--- src/rtl/regfile_wb_scheduler.sv ---
`default_nettype none
// ============================================================================
//  Module      : regfile_wb_scheduler
//  Description : Round-robin write-port scheduler (ALU / LSU writeback) and
//                destination-register scoreboard with RAW/WAW issue stall.
//  Revision    : 1.0 - initial release
// ============================================================================
module regfile_wb_scheduler #(
    parameter int ADDR_WIDTH = 5,
    parameter int DATA_WIDTH = 32
) (
    input  logic                         clk,
    input  logic                         rst,
    input  logic                         i_issue_valid,
    input  logic                         i_issue_has_rd,
    input  logic [ADDR_WIDTH-1:0]        i_issue_rd,
    input  logic [ADDR_WIDTH-1:0]        i_issue_rs1,
    input  logic [ADDR_WIDTH-1:0]        i_issue_rs2,
    output logic                         o_issue_stall,
    input  logic                         i_alu_valid,
    input  logic [ADDR_WIDTH-1:0]        i_alu_rd,
    input  logic [DATA_WIDTH-1:0]        i_alu_data,
    output logic                         o_alu_ready,
    input  logic                         i_lsu_valid,
    input  logic [ADDR_WIDTH-1:0]        i_lsu_rd,
    input  logic [DATA_WIDTH-1:0]        i_lsu_data,
    output logic                         o_lsu_ready,
    output logic                         o_rf_we,
    output logic [ADDR_WIDTH-1:0]        o_rf_waddr,
    output logic [DATA_WIDTH-1:0]        o_rf_wdata,
    output logic [(2**ADDR_WIDTH)-1:0]   o_pending
);

    localparam int c_num_regs = 2**ADDR_WIDTH;

    typedef enum logic {
        PTR_ALU = 1'b0,
        PTR_LSU = 1'b1
    } ptr_t;

    ptr_t                    r_ptr;
    logic                    r_rf_we;
    logic [ADDR_WIDTH-1:0]   r_rf_waddr;
    logic [DATA_WIDTH-1:0]   r_rf_wdata;
    logic [c_num_regs-1:0]   r_pending;

    logic                    w_conflict;
    logic                    w_alu_grant;
    logic                    w_lsu_grant;
    logic                    w_xfer;
    logic [ADDR_WIDTH-1:0]   w_xfer_rd;
    logic [DATA_WIDTH-1:0]   w_xfer_data;
    logic                    w_issue_fire;
    logic [c_num_regs-1:0]   w_pending_next;

    // A sole requester always wins; the pointer only decides conflicts.
    assign w_conflict  = i_alu_valid & i_lsu_valid;
    assign w_alu_grant = i_alu_valid & (~i_lsu_valid | (r_ptr == PTR_ALU));
    assign w_lsu_grant = i_lsu_valid & (~i_alu_valid | (r_ptr == PTR_LSU));
    assign w_xfer      = w_alu_grant | w_lsu_grant;
    assign w_xfer_rd   = w_lsu_grant ? i_lsu_rd   : i_alu_rd;
    assign w_xfer_data = w_lsu_grant ? i_lsu_data : i_alu_data;

    assign o_alu_ready = w_alu_grant;
    assign o_lsu_ready = w_lsu_grant;

    // No bypass: stall is driven purely from the registered scoreboard.
    assign o_issue_stall = i_issue_valid &
                           (r_pending[i_issue_rs1] |
                            r_pending[i_issue_rs2] |
                            (i_issue_has_rd & r_pending[i_issue_rd]));

    assign w_issue_fire = i_issue_valid & ~o_issue_stall & i_issue_has_rd &
                          (i_issue_rd != '0);

    // Clear is applied before set so a same-edge set wins.
    always_comb begin
        w_pending_next = r_pending;
        if (r_rf_we) begin
            w_pending_next[r_rf_waddr] = 1'b0;
        end
        if (w_issue_fire) begin
            w_pending_next[i_issue_rd] = 1'b1;
        end
        w_pending_next[0] = 1'b0;
    end

    always_ff @(posedge clk or negedge rst) begin
        if (!rst) begin
            r_ptr      <= PTR_LSU;
            r_rf_we    <= 1'b0;
            r_rf_waddr <= '0;
            r_rf_wdata <= '0;
            r_pending  <= '0;
        end else begin
            if (w_conflict) begin
                r_ptr <= w_lsu_grant ? PTR_ALU : PTR_LSU;
            end
            // x0 transfers are consumed but never reach the register file.
            r_rf_we <= w_xfer & (w_xfer_rd != '0);
            if (w_xfer && (w_xfer_rd != '0)) begin
                r_rf_waddr <= w_xfer_rd;
                r_rf_wdata <= w_xfer_data;
            end
            r_pending <= w_pending_next;
        end
    end

    assign o_rf_we    = r_rf_we;
    assign o_rf_waddr = r_rf_waddr;
    assign o_rf_wdata = r_rf_wdata;
    assign o_pending  = r_pending;

endmodule
`default_nettype wire

--- config.mk ---
export PLATFORM = sky130hd
export DESIGN_NAME = regfile_wb_scheduler
export DESIGN_NICKNAME = d
export VERILOG_FILES = /design/src/rtl/regfile_wb_scheduler.sv
export SDC_FILE = /design/constraint.sdc
export NUM_CORES = 1
export LEC_CHECK = 0
export BUFFER_PORTS_ARGS = -buffer_cell sky130_fd_sc_hd__buf_2
export CAP_MARGIN = 0
export CORE_MARGIN = 3
export CORE_UTILIZATION = 40
export DETAILED_ROUTE_END_ITERATION = 12
export PLACE_DENSITY = 0.71
export SKIP_CTS_REPAIR_TIMING = 1
export SYNTH_ARGS = -nofsm -noshare
export SYNTH_HDL_FRONTEND = slang
export SYNTH_SLANG_ARGS = --single-unit
--- constraint.sdc ---
create_clock -name clk -period 2.3 [get_ports clk]
set_input_delay 0.115 -clock clk [delete_from_list [all_inputs] [get_ports clk]]
set_output_delay 0.115 -clock clk [all_outputs]
set_load 0.02 [all_outputs]
==> flow_summary_export.csv <==
group,metric,value,unit
outcome,status,"finished, violations left",
outcome,violations_in_the_final_reports,"negative setup slack",
timing,finalSetupViolations,25,
power_and_ir_drop,power.leakage,0.00276,uW
synthesis,netlist.area_leader.share,41.3,%
synthesis,syn-instance-count,477,
cts,cts_htree_levels,3,
floorplanning,start_util,42.0,%
route,post_drt_via_cell_ratio,5.80,
final_layout,ratio_of_cells_with_drive_above_1_in_the_final_layout,44.0,%
synthesis,synthesis.nets,572,
timing,timing_worst_slew_pin_value,909,ps
timing,timing.clock.skew,7.07,ps
timing,timing.final.crit_share,113,%
synthesis,yosysWarningCount,0,
place,io_buffers,166,
place,dp_hpwl,10700,um
power_and_ir_drop,power.total,7250,uW
cts,clock_insertion_delay_worst_skew,350,ps
route,wl,15100,um
global_routing,antenna_violations_before_repair,0,
floorplanning,die-height,108,um
synthesis,number_of_enable_flip_flop_cells_after_synthesis,0,
timing,fin_ws,-301,ps
cts,tritoncts_num_sinks,70,
synthesis,synth_seq_cells,70,
floorplanning,floorplan.die.width,108,um
route,remaining_drc_errors,0,
floorplanning,floorplan.core_area,9950,um2
timing,post-route-min-period,2600,ps
power_and_ir_drop,vdd_ir_drop_max,534,uV
route,drt.antenna.violating_nets,0,
floorplanning,top_level_ports,168,
route,dr.first_iter.drc_count,457,
worst_setup_path,critical_path_arrival,2490,ps
timing,timing.slew.headroom,39.4,%
worst_setup_path,setup.worst_path.class,"flip-flop to output port",
synthesis,syn-mean-instance-area,8.77,um2
worst_setup_path,critical_path_required,2180,ps
final_layout,nNetsFinal,769,
hold_path,hold_path_startpoint,"i_lsu_data[29]",
global_routing,grt_max_degree,71,
final_layout,insertedDiodeCount,0,
synthesis,proportion_of_synthesized_flip_flops_having_asynchronous_set_or_reset,100,%
final_layout,n_fill_cell,855,
final_layout,syn_to_final_growth,45.7,%
global_routing,gr-usage-all-layers,24.0,%
cts,clk_root_buffer_cell,"clkbuf_8",
hold_path,hold_path_depth,3,
worst_setup_path,crit_path_start,"o_pending[14]",
synthesis,sequential_fraction_of_the_synthesis_area,41.9,%
route,wl_per_cell,18.6,um
hold_path,timing.hold.worst.class,"input pin to flip-flop",
synthesis,synth.lib_cells_used.distinct,50,
worst_setup_path,start_kind,"flip-flop",
final_layout,multi_input_area,2600,um2
synthesis,ys_top_cells_by_area,"dfrtp_1, nand2_1, mux4_2, a31oi_1, nor2_1",
timing,final_hold_viol_count,0,
worst_setup_path,worstPathMaxFanout,7,
final_layout,final_util,61.2,%
global_routing,grt_first_pass_wirelength,22000,um
worst_setup_path,worst_r2r_startpoint,"o_pending[14]",
worst_setup_path,timing.reg2reg.worst_path_depth,10,
route,dr.pass1.iters,5,
timing,grt_setup_unrepaired,"true",
floorplanning,fp-row-count,36,
final_layout,mostFrequentLayoutCells,"buf_2, nand2_1, dfrtp_1",
final_layout,fin_area,6100,um2
synthesis,cell_type_with_the_largest_total_area_after_synthesis,"dfrtp_1",
power_and_ir_drop,power_per_cell_area,1190,nW/um2
final_layout,mostFrequentLayoutCell,"buf_2",
cts,cts_buffers,9,
place,placement_cell_area,5380,um2
cts,clock_path_buffers,2,
final_layout,seq_area,1750,um2
timing,timing.fmax,384,MHz
synthesis,postSynth.topFlopCell,"dfrtp_1",
worst_setup_path,timing.critical_path.to_type,"output port",
cts,cts_tree,"built",
timing,maxSlewViolCount,0,
global_routing,first_global_vias,4324,
cts,clkSlewWorstSetupHoldPaths,80,ps
synthesis,post_synth_instance_area,4190,um2
global_routing,global_route.overflow_total,0,
place,gp_routability_congestion,0.943,
timing,setup-tns-final,-4290,ps
route,vias,4704,
job,max_cap_violations,0,
floorplanning,floorplan.die_area,11700,um2
-- layout make-up --
type | count | share of cell area [%]
Multi-Input combinational cell | 363 | 42.6
Sequential cell | 70 | 28.8
Timing Repair Buffer | 225 | 22.7
Tap cell | 133 | 2.73
Clock buffer | 11 | 2.48
Clock inverter | 4 | 0.369
Inverter | 5 | 0.308
-- where the power goes --
part	internal, uW	leakage, uW	switching (uW)
Combinational	1760	0.00184	2380
Sequential	1730	0.000835	469
Clock	439	0.0000910	472
Total	3930	0.00276	3320
-- flip-flops by register name, indices dropped and copies added, names as in the netlist --
register    flops
o_pending      31
o_rf_waddr      5
r_ptr           1
o_rf_we         1
o_rf_wdata     32
-- layer usage --
metal / share of wire (%) / wire length (um) / vias to the layer above / GRT usage, %
met2: 49 / 7390 / 307 / 39.7
met1: 39 / 5950 / 2240 / 31.1
met5: 0 / 0 / - / 0
met3: 10 / 1520 / 21 / 5.85
met4: 1.6 / 246 / 0 / 7.39
li1: - / - / 2136 / -
-- logic make-up after synthesis --
family,count (synthesis),share of synthesized area [%]
simple gates,203,21.9
compound gates,123,19.3
flops,70,41.9
buf+inv,44,4.51
mux,35,12.1
xor+xnor,1,0.209
other cells,1,0.0896
-- worst paths after layout --
kind / endpoint / slack (ps)
max: o_issue_stall / -300
min: o_rf_wdata[29] / 1
max reg2reg: o_pending[14] / -290
min reg2reg: r_ptr / 510
max in group asynchronous: o_rf_waddr[0] / 1260
min in group asynchronous: o_pending[19] / 440
-- synth_stat cells, types with 2 or more instances --
cell type	number
a2111oi_0	2
a221oi_1	3
a22oi_1	2
a31oi_1	36
buf_1	2
buf_2	7
buf_4	2
clkbuf_1	27
dfrtp_1	69
inv_1	5
mux2_2	5
mux2i_1	18
mux4_2	12
nand2_1	95
nand2b_1	2
nand3_1	21
nand3b_1	8
nor2_1	50
nor2b_1	4
nor3b_1	3
nor4_1	4
o21a_1	2
o21ai_0	37
o21ai_1	2
o22ai_1	3
o31ai_1	23
o41ai_1	3
or3b_2	4
or4_1	5
-- per-stage QoR --
stage	hold slack [ps]	instances	worst slack [ps]
final	1.38	811	-301
after CTS	-80.1	794	-417
after detailed placement	303	779	-120
after global routing	-1.05	811	-379
after floorplan	-181	477	21.9
after global placement	289	779	-36.9
-- worst max-delay path, stage by stage, from the launching register on --
cell	delay, ps
dfrtp_1	410
mux4_2	480
mux4_2	460
nand2b_4	150
o211ai_2	70
nand3_2	110
buf_12	160
o21a_1	170
buf_6	130
Power figures use the tool's default switching activity.
